$ cat src/rtl/param_def.sv
// Code-rate encodings shared by the Viterbi front end.
//   CODE_RATE_2 : rate 1/2, two bits per received symbol
//   CODE_RATE_3 : rate 1/3, three bits per received symbol
`ifndef PARAM_DEF_SV
`define PARAM_DEF_SV
`define CODE_RATE_2 1'b0
`define CODE_RATE_3 1'b1
`endif

$ cat src/rtl/slice_pkg.sv
// Shared types and helpers for the frame slicer.
//   slice_state_t   : slicer control states
//   beats_per_frame : number of output beats a frame splits into
//   LANE_W          : bits per output lane (wide enough for rate 1/3)
package slice_pkg;

  localparam int unsigned LANE_W = 3;

  typedef enum logic [1:0] {
    ST_IDLE = 2'd0,
    ST_RUN  = 2'd1,
    ST_DONE = 2'd2
  } slice_state_t;

  function automatic int unsigned beats_per_frame(input int unsigned frame_w,
                                                  input int unsigned sym,
                                                  input int unsigned n);
    return frame_w / (sym * n);
  endfunction

endpackage

$ cat src/rtl/slice_lane_mux.sv
// Combinational beat extractor: picks SYM_PER_CYC symbols starting at bit
// pointer i_ptr (MSB-first) from the held frame and packs them into lanes.
// Build option SLICE_RATE3_EN adds rate 1/3 extraction; without it every
// beat is sliced as rate 1/2 and i_rate3 is ignored.
//   i_frame : held frame, MSB is first received bit
//   i_ptr   : frame bit index of the first bit of this beat
//   i_rate3 : 1 selects 3-bit symbols
//   o_beat  : lane k in o_beat[3k+2:3k], symbol bit j in lane bit j
module slice_lane_mux
  import slice_pkg::*;
#(
  parameter  int unsigned FRAME_W     = 48,
  parameter  int unsigned SYM_PER_CYC = 2,
  localparam int unsigned PTR_W       = $clog2(FRAME_W),
  localparam int unsigned BEAT_W      = LANE_W * SYM_PER_CYC
) (
  input  logic [FRAME_W-1:0] i_frame,
  input  logic [PTR_W-1:0]   i_ptr,
  input  logic               i_rate3,
  output logic [BEAT_W-1:0]  o_beat
);

  logic [PTR_W-1:0]   sh_c;
  logic [FRAME_W-1:0] aligned_c;
  logic [BEAT_W-1:0]  beat_r2_c;

  // Move the beat's first bit to the frame MSB so lane taps are constant.
  assign sh_c      = PTR_W'(FRAME_W - 1) - i_ptr;
  assign aligned_c = i_frame << sh_c;

  // Rate 1/2: two bits per lane, lane bit 2 unused.
  for (genvar k = 0; k < SYM_PER_CYC; k++) begin : g_r2
    assign beat_r2_c[LANE_W*k +: LANE_W] =
      {1'b0, aligned_c[FRAME_W-2-2*k], aligned_c[FRAME_W-1-2*k]};
  end

`ifdef SLICE_RATE3_EN
  logic [BEAT_W-1:0] beat_r3_c;
  logic              unused_low_c;

  // Rate 1/3: three bits per lane.
  for (genvar k = 0; k < SYM_PER_CYC; k++) begin : g_r3
    assign beat_r3_c[LANE_W*k +: LANE_W] =
      {aligned_c[FRAME_W-3-3*k], aligned_c[FRAME_W-2-3*k], aligned_c[FRAME_W-1-3*k]};
  end

  assign o_beat       = i_rate3 ? beat_r3_c : beat_r2_c;
  assign unused_low_c = ^aligned_c[FRAME_W-3*SYM_PER_CYC-1:0];
`else
  logic unused_low_c;

  assign o_beat       = beat_r2_c;
  assign unused_low_c = i_rate3 ^ (^aligned_c[FRAME_W-2*SYM_PER_CYC-1:0]);
`endif

endmodule

$ cat src/rtl/slice_stream.sv
// Frame slicer for the Viterbi front end. Accepts FRAME_W-bit frames over a
// valid/ready handshake and emits SYM_PER_CYC symbols per beat to the
// branch-metric unit; after the last frame of a stream it raises a sticky,
// delayed end-of-data flag.
// Build option SLICE_RATE3_EN: compiles in rate 1/3 slicing. Without it,
// rate 1/3 frames are sliced as rate 1/2 and flag o_cfg_err.
//   clk, rst (sync, active-low), en_s (0 freezes everything)
//   i_frame_valid/o_frame_ready, i_data_frame, i_code_rate, i_frame_last
//   o_rx/o_rx_valid/i_rx_ready : beat stream, lane k = o_rx[3k+2:3k]
//   o_ood     : end of data, sticky until reset
//   o_cfg_err : rate 1/3 requested in a build without it, sticky
`ifndef PARAM_DEF_SV
`include "param_def.sv"
`endif

module slice_stream
  import slice_pkg::*;
#(
  parameter int unsigned FRAME_W     = 48,
  parameter int unsigned SYM_PER_CYC = 2,
  parameter int unsigned OOD_DELAY   = 2
) (
  input  logic                          clk,
  input  logic                          rst,
  input  logic                          en_s,
  input  logic                          i_code_rate,
  input  logic                          i_frame_valid,
  input  logic                          i_frame_last,
  input  logic [FRAME_W-1:0]            i_data_frame,
  output logic                          o_frame_ready,
  output logic [LANE_W*SYM_PER_CYC-1:0] o_rx,
  output logic                          o_rx_valid,
  input  logic                          i_rx_ready,
  output logic                          o_ood,
  output logic                          o_cfg_err
);

  localparam int unsigned BEAT_W = LANE_W * SYM_PER_CYC;
  localparam int unsigned PTR_W  = $clog2(FRAME_W);
  localparam int unsigned B2     = beats_per_frame(FRAME_W, SYM_PER_CYC, 2);
  localparam int unsigned B3     = beats_per_frame(FRAME_W, SYM_PER_CYC, 3);
  localparam int unsigned BIDX_W = (B2 > 1) ? $clog2(B2) : 1;
  localparam int unsigned DL_LEN = (OOD_DELAY > 1) ? OOD_DELAY - 1 : 1;

  if ((FRAME_W % (2*SYM_PER_CYC)) != 0 || (FRAME_W % (3*SYM_PER_CYC)) != 0) begin : g_bad_frame_w
    $error("slice_stream: FRAME_W must be divisible by 2*SYM_PER_CYC and 3*SYM_PER_CYC");
  end
  if (OOD_DELAY > 7) begin : g_bad_ood_delay
    $error("slice_stream: OOD_DELAY must be in 0..7");
  end

  slice_state_t       state_q, state_d;
  logic [BIDX_W-1:0]  b_q, b_d;
  logic [FRAME_W-1:0] frame_q, frame_d;
  logic               rate3_q, rate3_d;
  logic               last_q, last_d;
  logic               ood_q, ood_d;

  logic               active_c, run_c, at_last_c, rate3_req_c;
  logic               rx_hs_c, frame_hs_c, fin_hs_c, ood_set_c;
  logic [BIDX_W-1:0]  b_last_c;
  logic [PTR_W-1:0]   ofs_c, ptr_c;
  logic [BEAT_W-1:0]  beat_c;

  // Handshake qualification; reset and enable gate both directions.
  assign active_c    = rst && en_s;
  assign run_c       = (state_q == ST_RUN);
  assign b_last_c    = rate3_q ? BIDX_W'(B3 - 1) : BIDX_W'(B2 - 1);
  assign at_last_c   = (b_q == b_last_c);
  assign rate3_req_c = (i_code_rate == `CODE_RATE_3);

  assign o_rx_valid    = active_c && run_c;
  // Next frame may be taken while the final beat of a non-last frame leaves.
  assign o_frame_ready = active_c && ((state_q == ST_IDLE) ||
                         (run_c && at_last_c && i_rx_ready && !last_q));

  assign rx_hs_c    = o_rx_valid && i_rx_ready;
  assign frame_hs_c = i_frame_valid && o_frame_ready;
  assign fin_hs_c   = rx_hs_c && at_last_c && last_q;

  // Bit pointer of the current beat's first bit.
  assign ofs_c = PTR_W'(32'(b_q) * SYM_PER_CYC * (rate3_q ? 32'd3 : 32'd2));
  assign ptr_c = PTR_W'(FRAME_W - 1) - ofs_c;

  slice_lane_mux #(
    .FRAME_W     (FRAME_W),
    .SYM_PER_CYC (SYM_PER_CYC)
  ) u_lane_mux (
    .i_frame (frame_q),
    .i_ptr   (ptr_c),
    .i_rate3 (rate3_q),
    .o_beat  (beat_c)
  );

  assign o_rx = o_rx_valid ? beat_c : '0;

  // Control next-state.
  always_comb begin
    state_d = state_q;
    b_d     = b_q;
    frame_d = frame_q;
    rate3_d = rate3_q;
    last_d  = last_q;
    case (state_q)
      ST_IDLE: ;
      ST_RUN: begin
        if (rx_hs_c) begin
          if (at_last_c) begin
            state_d = last_q ? ST_DONE : ST_IDLE;
          end else begin
            b_d = b_q + BIDX_W'(1);
          end
        end
      end
      ST_DONE: ;
      default: state_d = ST_IDLE;
    endcase
    // Accept overrides: legal only from IDLE or on a non-last final beat.
    if (frame_hs_c) begin
      state_d = ST_RUN;
      b_d     = '0;
      frame_d = i_data_frame;
      last_d  = i_frame_last;
`ifdef SLICE_RATE3_EN
      rate3_d = rate3_req_c;
`else
      rate3_d = 1'b0;
`endif
    end
  end

  always_ff @(posedge clk) begin
    if (!rst) begin
      state_q <= ST_IDLE;
      b_q     <= '0;
      frame_q <= '0;
      rate3_q <= 1'b0;
      last_q  <= 1'b0;
    end else begin
      state_q <= state_d;
      b_q     <= b_d;
      frame_q <= frame_d;
      rate3_q <= rate3_d;
      last_q  <= last_d;
    end
  end

  // End-of-data delay: short delays set the flag at the final handshake,
  // longer ones pass through a shift line that only advances when enabled.
  if (OOD_DELAY <= 1) begin : g_ood_short
    assign ood_set_c = fin_hs_c;
  end else begin : g_ood_line
    logic [DL_LEN-1:0] dl_q, dl_d;

    always_comb begin
      dl_d = dl_q;
      if (en_s) dl_d = DL_LEN'({dl_q, fin_hs_c});
    end

    always_ff @(posedge clk) begin
      if (!rst) dl_q <= '0;
      else      dl_q <= dl_d;
    end

    assign ood_set_c = en_s && dl_q[DL_LEN-1];
  end

  always_comb begin
    ood_d = ood_q | ood_set_c;
  end

  always_ff @(posedge clk) begin
    if (!rst) ood_q <= 1'b0;
    else      ood_q <= ood_d;
  end

  assign o_ood = ood_q;

`ifdef SLICE_RATE3_EN
  assign o_cfg_err = 1'b0;
`else
  logic cfg_err_q, cfg_err_d;

  // Rate 1/3 request without rate 1/3 support.
  always_comb begin
    cfg_err_d = cfg_err_q | (frame_hs_c && rate3_req_c);
  end

  always_ff @(posedge clk) begin
    if (!rst) cfg_err_q <= 1'b0;
    else      cfg_err_q <= cfg_err_d;
  end

  assign o_cfg_err = cfg_err_q;
`endif

endmodule
$ cat config.mk
export PLATFORM = sky130hd
export DESIGN_NAME = slice_stream
export DESIGN_NICKNAME = d
export VERILOG_FILES = /design/src/rtl/slice_pkg.sv /design/src/rtl/slice_lane_mux.sv /design/src/rtl/slice_stream.sv
export VERILOG_INCLUDE_DIRS = /design/src /design/src/rtl
export SDC_FILE = /design/constraint.sdc
export NUM_CORES = 1
export LEC_CHECK = 0
export CORE_MARGIN = 2
export CORE_UTILIZATION = 50
export CTS_CLUSTER_DIAMETER = 40
export DETAILED_ROUTE_END_ITERATION = 12
export GPL_ROUTABILITY_DRIVEN = 0
export PLACE_DENSITY = 0.8
export SETUP_SLACK_MARGIN = 0.3
export SYNTH_ARGS = -nofsm -noshare
export SYNTH_HDL_FRONTEND = slang
export SYNTH_SLANG_ARGS = --single-unit
$ cat constraint.sdc
create_clock -name clk -period 2.11 [get_ports clk]
set_input_delay 0.422 -clock clk [delete_from_list [all_inputs] [get_ports clk]]
set_output_delay 0.422 -clock clk [all_outputs]
set_load 0.005 [all_outputs]
==> results of run 1 <==
how the worst min path moves through the flow:
| stage | end | cells after the start | slack [ps] | startpoint |
|---|---|---|---|---|
| 2_1_floorplan | frame_q[10] | 2 | 430 | frame_q[10] |
| 6_report | frame_q[32] | 2 | 460 | frame_q[32] |
| 5_1_grt | frame_q[9] | 2 | 480 | frame_q[9] |
| 3_3_place_gp | o_cfg_err | 2 | 440 | o_cfg_err |
| 4_1_cts | frame_q[43] | 2 | 460 | frame_q[43] |
| 3_5_place_dp | o_cfg_err | 2 | 450 | o_cfg_err |
logic make-up after synthesis:
kind of cell	Yosys count
XOR/XNOR	2
flip-flops	58
other	1
AND/OR/NAND/NOR	129
multiplexers	63
buffers and inverters	26
adder cells (fa/ha/maj)	1
AO/OA/AOI/OAI	14
cell type report:
| type | count | area, um2 | share of cell area, % |
|---|---|---|---|
| Timing Repair Buffer | 100 | 1130 | 27.2 |
| Inverter | 2 | 7.51 | 0.181 |
| Clock buffer | 13 | 169 | 4.07 |
| Clock inverter | 2 | 35.0 | 0.844 |
| Multi-Input combinational cell | 211 | 1550 | 37.3 |
| Tap cell | 72 | 90.1 | 2.17 |
| Sequential cell | 58 | 1170 | 28.2 |
routing by layer:
layer | track usage, % | vias up
li1 | - | 1172
met2 | 40.4 | 87
met3 | 5.54 | 21
met1 | 29.4 | 1177
met5 | 0 | -
met4 | 13.6 | 0
registers in the layout (all words and copies together) (netlist names):
register	count
last_q	1
o_cfg_err	1
frame_q	48
o_ood	1
state_q	2
b_q	4
g_ood_line.dl_q	1
report_power, final:
| part | internal (mW) | total (mW) | switching [mW] | leakage, nW |
|---|---|---|---|---|
| Sequential | 1.15 | 1.18 | 0.0310 | 0.475 |
| Clock | 0.634 | 1.06 | 0.430 | 0.106 |
| Combinational | 0.257 | 0.420 | 0.164 | 1.08 |
what timing repair did:
item / 4_1_cts / 5_1_grt
gates resized for setup: 53 / 11
hold buffers: 0 / 0
cloned: 6 / 0
endpoints found under the setup margin: 56 / 61
pin swaps: 13 / 8
buffers inserted: 12 / 3
worst max-delay path, stage by stage (launching register included):
cell and delay (ps):
dfxtp_2 350, buf_6 90, buf_6 120, mux4_2 550
a22oi_2 160, a21oi_2 80, buf_2 130
cell usage in the layout, fill, tap and decap left out, types with 3 or more instances in the layout:
| cell | n |
|---|---|
| buf_4 | 14 |
| buf_6 | 14 |
| a22oi_2 | 3 |
| buf_16 | 6 |
| buf_2 | 4 |
| mux4_2 | 12 |
| clkbuf_8 | 12 |
| mux2i_1 | 46 |
| clkdlybuf4s50_1 | 54 |
| buf_12 | 6 |
| a21oi_2 | 3 |
| and3_1 | 6 |
| nand2_1 | 104 |
| dfxtp_1 | 54 |
| nand3_1 | 3 |
==> impl_metrics.csv, run 1 <==
group,metric,value,unit
synthesis,post_synth_main_area_contributors,"dfxtp_1, mux2i_1, nand2_1",
floorplan,die_width,79.5,um
route,drtIter0Drc,226,
global_route,grt_max_degree,109,
synthesis,ys_seq_elements,58,
route,dr_total_vias,2457,
synthesis,mappedNetlistArea,0.00285,mm2
cells_and_area,area_delta_synth_final,45.6,%
clocking,tritoncts,"yes",
setup_path,critical_path_sink,"o_rx[0]",
clocking,cts.reportedPaths.clkPinSlew,60,ps
floorplan,core_area,0.00551,mm2
synthesis,syn_inst,294,
cells_and_area,final_area,0.00415,mm2
route,met2_length,3940,um
timing,worst_slew_pin_slew,976,ps
timing,relSlewSlack,34.9,%
timing,final.min_clock_period,2240,ps
power_and_ir_drop,power.total,2.66,mW
setup_path,critPathRequiredTime,1690,ps
route,postRouteWirelength,7730,um
timing,setup_violation_total_in_the_final_timing_report,5,
global_route,groute.usage.overall,24.5,%
cells_and_area,layout.filler_cells,336,
synthesis,synth.distinct_cells,34,
timing,worst_slack,-129,ps
placement,buffer_ports.inserted,62,
route,wire_per_inst,16.9,um
flow_run,maxCapViolCount,0,
floorplan,ios,65,
synthesis,share_of_the_synthesized_area_in_the_top_cell_type,40.8,%
synthesis,synthMostInstantiatedCell,"nand2_1",
clocking,cts-buffers-inserted,9,
synthesis,synth-adder-area-share,0.439,%
clocking,clock_tree.buffer_depth,2,
route,drt_drc_violations_left,0,
synthesis,share_of_the_synthesized_area_in_compound_gates_ao_oa_aoi_oai,3.12,%
cells_and_area,finish.cell_count_without_fillers,458,
route,first_pass_iters,5,
route,avgViaCountPerCell,5.36,
timing,fin_crit_sh,106,%
synthesis,synth_enable_flop_cells,0,
clocking,insertion_delay,340,ps
floorplan,initial_utilization,51.7,%
setup_path,r2r.worst_path.cells,12,
placement,instance_area_at_placement,0.00353,mm2
route,highest_layer,"met4",
timing,final.setup.tns,-396,ps
floorplan,fp.dieArea,0.00632,mm2
power_and_ir_drop,leakage,1.66,nW
placement,post-place-ws,-228,ps
synthesis,mean_area_per_synthesized_cell,9.69,um2
synthesis,synthArstFlopShare,0,%
run_status,violations_in_the_final_reports,"setup timing",
cells_and_area,post_route_cells_drive_above_1_share,24.6,%
timing,clock-skew-final,7.36,ps
global_route,overflow,0,
synthesis,synth_ff_type,"dfxtp_1",
global_route,grt_pass1_vias,2491,
power_and_ir_drop,vdd.ir_drop.worst,516,uV
synthesis,ys_warn_count,0,
synthesis,yosys-top-cells-count,"nand2_1, dfxtp_1, mux2i_1",
route,ant_nets,0,
floorplan,fp.dieH,79.5,um
floorplan,num_rows,27,
route,met3WireLength,413,um
timing,achievable-frequency,0.447,GHz
route,route.layer.met1.wl,3140,um
setup_path,critical_path.reg2reg.startpoint,"b_q[0]",
synthesis,synth_xor_xnor_area_share,0.615,%
setup_path,crit_path_start_kind,"register",
clocking,htree_levels,3,
setup_path,critical_path_peak_fanout,4,
timing,timing.final.hold_violations,0,
hold_path,type_of_the_tightest_min_delay_check,"register to register",
setup_path,ff2ff_setup_slack,-20,ps
timing,hold-worst-slack,458,ps
setup_path,worst_setup_path_startpoint,"b_q[0]",
global_route,antenna_violations_before_repair,0,
placement,post-dp-hpwl,4080,um
setup_path,worstPathArrival,1820,ps
timing,slew_violations,0,
timing,rsz_0062_raised_after_global_routing,"true",
cells_and_area,final_net_count,438,
run_status,status,"finished with violations",
global_route,grt_first_pass_wirelength,11800,um
synthesis,synthMuxAreaShare,27.5,%
cells_and_area,finish.utilization,75.3,%
synthesis,synth_top_cell_by_area,"dfxtp_1",
synthesis,combinational_family_with_the_most_area_after_synthesis,"multiplexers",
clocking,clock-sinks,58,
synthesis,synthSimpleGateAreaFrac,19.9,%
setup_path,critPathCaptureType,"output pin",
setup_path,setup.worst_path.class,"register to output pin",
power_and_ir_drop,power_density_over_the_cells,642,mW/mm2
placement,place.detailed.instances,422,
clocking,cts_root_buffer,"clkbuf_8",
cells_and_area,antenna_cells_inserted,0,
synthesis,portion_of_the_post_synthesis_area_used_by_sequential_elements,40.8,%
setup_path,crit-reg2reg-capture,"frame_q[13]",
No activity file was read; power rests on OpenSTA's default activity.
==> inputs of run 2 (changes only) <==
- CAP_MARGIN: unset -> 0
- CORE_UTILIZATION: 50 -> 59
- DONT_BUFFER_PORTS: unset -> 1
- GPL_ROUTABILITY_DRIVEN: 0 -> unset
- PLACE_DENSITY: 0.8 -> 0.75
==> impl_metrics.csv, run 2 (synthesis gave the netlist of run 1 again) <==
group,metric,value,unit
global_route,grt_first_pass_wirelength,8940,um
floorplan,initial_utilization,60.7,%
clocking,tritoncts,"yes",
timing,timing.final.hold_violations,0,
power_and_ir_drop,power_density_over_the_cells,761,mW/mm2
clocking,post_cts_hold_buffer_count,0,
hold_path,hold_path.startpoint,"rst",
cells_and_area,mostFrequentLayoutCell,"nand2_1",
timing,rsz_0062_raised_after_global_routing,"true",
cells_and_area,largest_registers,"frame_q x48, b_q x4, state_q x2",
cells_and_area,layout.filler_cells,390,
placement,buffer_ports.inserted,0,
global_route,antenna_violations_before_repair,0,
floorplan,core_area,0.00469,mm2
route,wire_per_inst,16.3,um
cells_and_area,regMostFlops,"frame_q",
route,ant_nets,0,
global_route,grt_max_degree,111,
clocking,cts-buffers-inserted,9,
cells_and_area,antenna_cells_inserted,0,
setup_path,critPathCaptureType,"output pin",
cells_and_area,largest_register_ff_count,48,
route,dr_total_vias,1994,
clocking,clock-sinks,58,
timing,achievable-frequency,0.488,GHz
setup_path,critical_path_peak_fanout,8,
floorplan,fp.dieArea,0.00540,mm2
clocking,cts_root_buffer,"clkbuf_8",
global_route,overflow,0,
cells_and_area,final_net_count,349,
hold_path,type_of_the_tightest_min_delay_check,"input pin to register",
setup_path,critical_path_depth,5,
route,avgViaCountPerCell,5.66,
floorplan,ios,65,
timing,final.setup.tns,0,ps
route,drt_drc_violations_left,0,
power_and_ir_drop,vdd.ir_drop.worst,426,uV
hold_path,hold-path-cell-count,2,
global_route,groute.usage.overall,22.2,%
placement,instance_area_at_placement,0.00279,mm2
cells_and_area,most-common-layout-cells,"nand2_1, dfxtp_1, mux2i_1, mux4_2, clkbuf_8",
setup_path,crit_buf_inv,2,
cells_and_area,final_area,0.00313,mm2
setup_path,crit-reg2reg-capture,"frame_q[13]",
setup_path,crit_path_start_kind,"register",
setup_path,critPathSlowestCell,"mux4_2",
setup_path,worstPathArrival,1630,ps
route,postRouteWirelength,5750,um
hold_path,hold_end,"o_cfg_err",
floorplan,num_rows,25,
power_and_ir_drop,leakage,1.22,nW
power_and_ir_drop,power.total,2.38,mW
floorplan,fp.dieH,73.5,um
route,drtIter0Drc,142,
setup_path,critical-path-top-cell-by-count,"buf_12",
floorplan,die_width,73.5,um
run_status,status,"finished clean",
setup_path,worst_path_largest_cell_delay,530,ps
setup_path,critical_path.reg2reg.startpoint,"b_q[0]",
timing,final.min_clock_period,2050,ps
placement,globalplace.congestion,0.792,
cells_and_area,area_delta_synth_final,10.0,%
clocking,htree_levels,3,
setup_path,r2r.worst_path.cells,7,
clocking,cts.reportedPaths.clkPinSlew,60,ps
setup_path,ff2ff_setup_slack,320,ps
timing,fin_crit_sh,97.1,%
global_route,grt_pass1_vias,1950,
setup_path,critical_path.cell_chain,"buf_12 -> buf_12 -> mux4_2 -> nand2_2 -> a21oi_2",
route,first_pass_iters,4,
setup_path,cp_top_family,"multiplexers",
clocking,insertion_delay,330,ps
timing,setup_violation_total_in_the_final_timing_report,0,
cells_and_area,post_route_cells_drive_above_1_share,19.8,%
timing,slew_violations,0,
flow_run,maxCapViolCount,0,
setup_path,setup.worst_path.class,"register to output pin",
clocking,clock_tree.buffer_depth,2,
setup_path,critPathRequiredTime,1690,ps
timing,clock-skew-final,7.77,ps
placement,post-dp-hpwl,3600,um
## run 2: changes by cell type in the layout (fill, tap and decap cells not counted), moves of 3 or more
cell             delta
buf_4              -10
clkdlybuf4s50_1    -54
buf_6              -13
nand2_2             +3
mux2i_1             +3
buf_2               -4
nand2_1             -3
buf_16              -6
## run 2: metal layers
layer / global-route usage, % / vias to the layer above / wire length [um] / part of all wire, %
met2: 34.1 / 52 / 2690 / 47
met3: 6.17 / 13 / 313 / 5.4
met5: 0 / - / 0 / 0
met4: 10.3 / 0 / 129 / 2.2
li1: - / 996 / - / -
met1: 29.0 / 933 / 2610 / 45
## run 2: timing repair
action | in CTS | in global routing
resized for setup | 13 | 2
gates cloned | 0 | 3
pin swaps | 6 | 3
setup buffers | 2 | 1
endpoints found under the setup margin | 54 | 37
## run 2: area by class of cell
class | count | area (um2) | share of cell area, %
clock inverter | 2 | 35.0 | 1.12
tap | 54 | 67.6 | 2.16
clock buffer | 14 | 163 | 5.19
sequential | 58 | 1170 | 37.2
inverter | 2 | 7.51 | 0.240
timing repair buffer | 11 | 171 | 5.47
multi-input combinational | 211 | 1520 | 48.6
## run 2: per-stage QoR
stage	setup slack [ps]	util [%]	cells	hold WS, ps
6_report	61.9	66.8	352	227
5_1_grt	2.96	66.8	352	218
4_1_cts	70.2	65.1	348	210
3_5_place_dp	212	59.4	330	445
3_3_place_gp	264	59.4	330	439
2_1_floorplan	372	-	295	432
## run 2: report_power, final
group / switching [mW] / total (mW) / internal (mW)
Clock: 0.408 / 1.02 / 0.610
Sequential: 0.0275 / 1.17 / 1.15
Combinational: 0.0888 / 0.192 / 0.103
Total: 0.524 / 2.38 / 1.86
## run 2: worst reg2reg max path, stage by stage (launching register included)
cell and delay (ps):
dfxtp_2 340, buf_12 140, ha_1 190, nand3b_1 130
o21ai_2 190, and3_4 310, buf_12 170, mux2i_1 240
## run 2: worst max path at each step
stage | slack (ps) | start | endpoint
5_1_grt | 3 | b_q[0] | o_rx[4]
4_1_cts | 70 | b_q[0] | o_rx[0]
3_3_place_gp | 260 | b_q[1] | o_rx[0]
3_5_place_dp | 210 | b_q[1] | frame_q[42]
6_report | 60 | b_q[0] | o_rx[4]
2_1_floorplan | 370 | b_q[0] | o_rx[3]
==> inputs of run 3 (changes only) <==
- ABC_AREA: unset -> 1
- CAP_MARGIN: 0 -> unset
- CTS_CLUSTER_DIAMETER: 40 -> unset
==> impl_metrics.csv, run 3 <==
group,metric,value,unit
timing,clock-skew-final,6.07,ps
clocking,clock-sinks,58,
timing,final.setup.tns,0,ps
floorplan,ios,65,
timing,slew_violations,0,
synthesis,synth_enable_flop_cells,0,
route,first_pass_iters,4,
hold_path,type_of_the_tightest_min_delay_check,"input pin to register",
synthesis,synth_ff_type,"dfxtp_1",
timing,achievable-frequency,0.543,GHz
hold_path,hold_path.startpoint,"en_s",
synthesis,synthMostInstantiatedCell,"nand2_1",
route,drtIter0Drc,197,
timing,fin_crit_sh,87.2,%
setup_path,critical_path.reg2reg.startpoint,"b_q[2]",
floorplan,initial_utilization,61.6,%
cells_and_area,sequential_cell_area,0.00117,mm2
power_and_ir_drop,power_density_over_the_cells,685,mW/mm2
floorplan,fp.dieH,80.3,um
placement,post-dp-hpwl,5410,um
timing,hold-worst-slack,180,ps
route,drt_drc_violations_left,0,
synthesis,portion_of_the_post_synthesis_area_used_by_sequential_elements,33.8,%
power_and_ir_drop,vdd.ir_drop.worst,454,uV
cells_and_area,largest_register_ff_count,48,
cells_and_area,mostFrequentLayoutCell,"nand2_1",
timing,timing.final.hold_violations,0,
run_status,status,"finished clean",
floorplan,die_width,80.3,um
floorplan,num_rows,27,
setup_path,critPathRequiredTime,1690,ps
synthesis,mean_area_per_synthesized_cell,5.86,um2
setup_path,crit_path_start_kind,"register",
clocking,cts_root_buffer,"clkbuf_8",
cells_and_area,most-common-layout-cells,"nand2_1, inv_1, nor2_1, dfxtp_1, nand4_1",
timing,setup_violation_total_in_the_final_timing_report,0,
synthesis,mappedNetlistArea,0.00343,mm2
floorplan,fp.dieArea,0.00645,mm2
placement,globalplace.congestion,0.918,
clocking,cts.reportedPaths.clkPinSlew,60,ps
synthesis,ys_seq_elements,58,
power_and_ir_drop,power.total,2.57,mW
global_route,groute.usage.overall,26.3,%
global_route,overflow,0,
floorplan,core_area,0.00557,mm2
power_and_ir_drop,power.clock.fraction,43.2,%
power_and_ir_drop,comb_power_share,11.5,%
synthesis,synth_top_cell_by_area,"dfxtp_1",
clocking,htree_levels,3,
route,ant_nets,0,
cells_and_area,final_net_count,628,
power_and_ir_drop,p_int,1.93,mW
setup_path,worstPathArrival,1420,ps
synthesis,ys_warn_count,0,
synthesis,post_synth_main_area_contributors,"dfxtp_1, nand2_1, inv_1",
power_and_ir_drop,sw_frac_of_total,24.9,%
route,wire_per_inst,12.2,um
route,avgViaCountPerCell,4.98,
synthesis,yosys-top-cells-count,"nand2_1, inv_1, dfxtp_1, nor2_1, nand4_1",
timing,rsz_0062_raised_after_global_routing,"true",
clocking,clock_tree.buffer_depth,2,
synthesis,syn_inst,586,
synthesis,synthArstFlopShare,0,%
clocking,cts-buffers-inserted,9,
cells_and_area,antenna_cells_inserted,0,
cells_and_area,layout.filler_cells,536,
setup_path,setup.worst_path.class,"register to output pin",
global_route,grt_max_degree,54,
timing,final.min_clock_period,1840,ps
synthesis,share_of_the_synthesized_area_in_the_top_cell_type,33.8,%
route,dr_total_vias,3231,
setup_path,critPathCaptureType,"output pin",
power_and_ir_drop,switchingPower,0.639,mW
global_route,grt_pass1_vias,2956,
flow_run,maxCapViolCount,0,
power_and_ir_drop,power_frac_seq,45.3,%
cells_and_area,regMostFlops,"frame_q",
cells_and_area,multi_input_gate_area,0.00155,mm2
synthesis,synth.distinct_cells,22,
clocking,insertion_delay,340,ps
global_route,antenna_violations_before_repair,0,
clocking,tritoncts,"yes",
cells_and_area,area_delta_synth_final,9.25,%
power_and_ir_drop,leakage,2.00,nW
setup_path,worst_setup_path_startpoint,"b_q[0]",
cells_and_area,largest_registers,"frame_q x48, b_q x4, state_q x2",
placement,buffer_ports.inserted,0,
global_route,grt_first_pass_wirelength,13100,um
route,postRouteWirelength,7910,um
setup_path,critical_path_peak_fanout,10,
cells_and_area,post_route_cells_drive_above_1_share,9.53,%
==> run 3: changes by cell type after synthesis, sizes merged, moves of 8 or more <==
cell / before / now
nand3: 4 / 31
nor2: 2 / 59
nand4: 2 / 50
mux4: 12 / 0
o21ai: 3 / 11
inv: 2 / 158
mux2i: 49 / 0
nand2: 104 / 156
buf: 15 / 24
a21oi: 5 / 22
and3: 8 / 0
==> run 3: final timing paths <==
path | end | slack, ps | depth (start not counted)
min reg2reg | state_q[1] | 490 | 2
max reg2reg | frame_q[35] | 560 | 10
min | g_ood_line.dl_q | 180 | 1
max | o_rx[4] | 270 | 6
==> run 3: cell type report <==
cell class | count | area share [%]
multi-input cells | 332 | 41.4
inverters | 160 | 16.2
well taps | 72 | 2.40
repair buffers | 11 | 3.03
clock inverters | 1 | 0.800
flip-flops and latches | 58 | 31.2
clock buffers | 15 | 4.97
==> run 3: power by group through the flow <==
stage | clock network [mW] | registers [mW] | logic [mW]
2_1_floorplan | 0 | 1.19 | 0.268
3_3_place_gp | 0 | 1.19 | 0.279
3_5_place_dp | 0 | 1.19 | 0.287
4_1_cts | 1.12 | 1.16 | 0.292
5_1_grt | 1.16 | 1.17 | 0.348
6_report | 1.11 | 1.17 | 0.296
==> run 3: timing repair <==
item / in CTS / in global routing
pin swaps: 5 / 7
setup endpoints to repair: 5 / 5
setup buffers: 0 / 2
hold buffers: 0 / 0
cloned: 0 / 0
gates resized for setup: 22 / 13
==> run 3: worst max-delay path: stages (launching register included) <==
cell     delay [ps]
dfxtp_4         380
buf_6           150
a21oi_1         130
o21ai_1         100
nand2_1          80
nand2_1          60
a21oi_2         180
==> run 3: cell families (layout without fill, tap and decap cells) <==
kind of cell	after synthesis	in the layout	share of synthesized area (%)
AO/OA/AOI/OAI	33	33	4.81
adder cells (fa/ha/maj)	1	1	0.364
buffers and inverters	197	187	23.1
flip-flops	58	58	33.8
other	1	2	0.109
AND/OR/NAND/NOR	296	296	37.8
==> run 3: metal layers <==
layer,vias up,part of all wire (%),global-route usage [%]
met5,-,0,0
met4,0,2.6,12.4
met3,19,4.7,6.40
met2,90,48,43.0
met1,1421,45,32.5
li1,1701,-,-
==> run 3: through the flow <==
step	util [%]	std cells	area (um2)	setup slack [ps]
final	67.3	649	3750	270
after global routing	67.3	649	3750	217
after CTS	66.1	647	3680	280
after detailed placement	61.3	631	3420	462
after global placement	61.3	631	3420	509
after floorplan	-	587	3440	483
==> edit (config.mk and constraints of run 1) <==
Add a define of `SLICE_RATE3_EN`.
--- a/src/rtl/slice_lane_mux.sv
+++ b/src/rtl/slice_lane_mux.sv
@@ -7,4 +7,6 @@
 //   i_rate3 : 1 selects 3-bit symbols
 //   o_beat  : lane k in o_beat[3k+2:3k], symbol bit j in lane bit j
+`define SLICE_RATE3_EN
+
 module slice_lane_mux
   import slice_pkg::*;
Function: changed (a bounded check fails within 4 cycles, from zero or initial values and one cycle with rst low).
==> edit against run 1 <==
  * The run still ends with setup timing left
  * Routed wire length is 87% higher
  * Clock skew increased by 0.0067 ns
  * Largest cell class unchanged
  * Final cell count increased by 30%
  * Critical path depth is 4 higher
  * Design area rose by 30%
  * Die area up 19%
  * Worst setup slack got worse by 1.3 ns
  * Area after synthesis rose by 20%
  * Sequential cell count unchanged
  * Total power is 1.7% lower
==> edit: results (changes against run 1) <==
| Metric | Value |
|---|---|
| Adder-cell share of the synthesized area | 2.77% (+2.3 points) |
| ANT cells | 0 (unchanged) |
| Final Skew | 0.0141 ns (+0.00670 ns) |
| Largest net degree at the start of global routing | 56 (-49%) |
| Port Buf Inserts | 63 (+1.6%) |
| Most used DFF post-synth | dfxtp_1 |
| Post-synthesis async set-or-reset flop share | 0% (unchanged) |
| Arr. time, crit path | 3.07 ns (+1.25 ns) |
| Final layout net count | 571 (+30%) |
| Maximum vdd drop | 0.511 mV (-0.93%) |
| Setup-failing EPs final | 59 (+54) |
| CTS Buf Count | 9 (unchanged) |
| Synth Net Count | 441 |
| Distinct cells, synth | 47 (+38%) |
| Area leader, netlist | dfxtp_1 |
| Placed Area | 4460 µm² (+26%) |
| Top cells by area, synth | dfxtp_1 34%, mux4_2 12%, nand2_1 12% |
| Status | finished with violations |
| Worst-Skew Late Latency | 0.36 ns (+0.02 ns) |
| GRT Overall Usage | 35.8% (+11 points) |
| DP HPWL | 6220 µm (+52%) |
| Starting DRT DRC Count | 424 (+88%) |
| CP Max Fanout | 4 (unchanged) |
| Complex-gate fraction of the synthesized area | 16.2% (+13 points) |
| Htree depth | 3 (unchanged) |
| Synth Warn # | 0 (unchanged) |
| DRT Pass-1 Iters | 5 (unchanged) |
| Synth cell count leaders | 114 x nand2_1, 58 x dfxtp_1, 41 x a21boi_0, 19 x mux4_2, 17 x mux2i_1 |
| LEAKAGE | 2.13 nW (+28%) |
| Global-route wire length before repair | 19900 µm (+69%) |
| Vias in the first global route | 3732 (+50%) |
| Failing checks | setup timing |
| Largest registers | frame_q: 48 flops, b_q: 4 flops, state_q: 2 flops |
| Routed len/inst | 24.3 µm (+44%) |
| Post-synthesis mux area share | 20.4% (-7.1 points) |
| Min-Delay Path Class | reg -> reg |
| Synth Area in XOR/XNOR | 1.75% (+1.1 points) |
| Root Driver | clkbuf_8 |
| # fillers | 370 (+10%) |
| Share of cells above drive strength 1 | 37.0% (+12 points) |
| Post-synthesis sequential area ratio | 33.9% (-6.9 points) |
| Initial antenna violation count | 0 (unchanged) |
| Setup TNS | -19.64 ns (-19.24 ns) |
| Vias | 3882 (+58%) |
| Longest Clk Path Bufs | 2 (unchanged) |
| Clock Pin Slew Worst Setup and Hold Paths | 0.07 ns |
| Final worst slack | -1.39 ns (-1.26 ns) |
[edit: power breakdown]
group / switching [mW] / total (mW) / internal [mW] / leakage, nW
Sequential: 0.0362 / 1.16 / 1.13 / 0.473
Clock: 0.489 / 1.03 / 0.537 / 0.0958
Combinational: 0.175 / 0.428 / 0.254 / 1.56
Total: 0.699 / 2.62 / 1.92 / 2.13
[edit: cell families after synthesis]
kind of cell,Yosys count
AO/OA/AOI/OAI,76
XOR/XNOR,6
adder cells (fa/ha/maj),7
buffers and inverters,32
flip-flops,58
multiplexers,41
other,1
AND/OR/NAND/NOR,158
[edit: worst paths after layout]
path	endpoint	slack, ns	cells after the start	startpoint
setup reg to reg	last_q	-0.31	13	rate3_q
setup / recovery	o_rx[0]	-1.39	10	rate3_q
hold reg to reg	frame_q[35]	0.47	2	frame_q[35]
hold / removal	frame_q[35]	0.47	2	frame_q[35]
[edit: cell type report]
class                   instances  share of cell area [%]
repair buffers                148                    29.4
flip-flops and latches         58                    21.8
inverters                       3                   0.209
well taps                      80                    1.86
clock inverters                 6                    1.07
clock buffers                  10                    2.37
multi-input cells             289                    43.4
[edit: what timing repair did]
item	in CTS	in global routing
resized for setup	125	33
endpoints found under the setup margin	64	63
hold endpoints to repair	0	0
hold buffers	0	0
gates cloned	8	0
setup buffers	26	4
pin swaps	27	16
[edit: metrics by stage]
step	util, %	total power, mW	std cells	setup slack [ns]
2_1_floorplan	-	1.30	379	-0.832
3_3_place_gp	66.4	1.45	540	-1.05
3_5_place_dp	66.4	1.46	540	-1.11
4_1_cts	77.7	2.54	590	-1.26
5_1_grt	80.1	2.67	594	-1.42
6_report	80.1	2.62	594	-1.39
[edit: layer usage]
layer	vias to the layer above	global-route usage, %	routed length, µm
li1	1595	-	-
met5	-	0	0
met3	104	8.48	1620
met1	1826	44.2	5300
met2	357	56.2	6620
met4	0	22.2	920
[edit: critical path, stage by stage, from the launching register on]
cell and delay (ns):
dfxtp_4 0.36, and2_4 0.15, ha_4 0.17, fa_2 0.41
buf_6 0.15, xor2_4 0.20, mux4_2 0.56, mux2_4 0.29
o2111ai_2 0.18, o41ai_2 0.10, buf_2 0.14
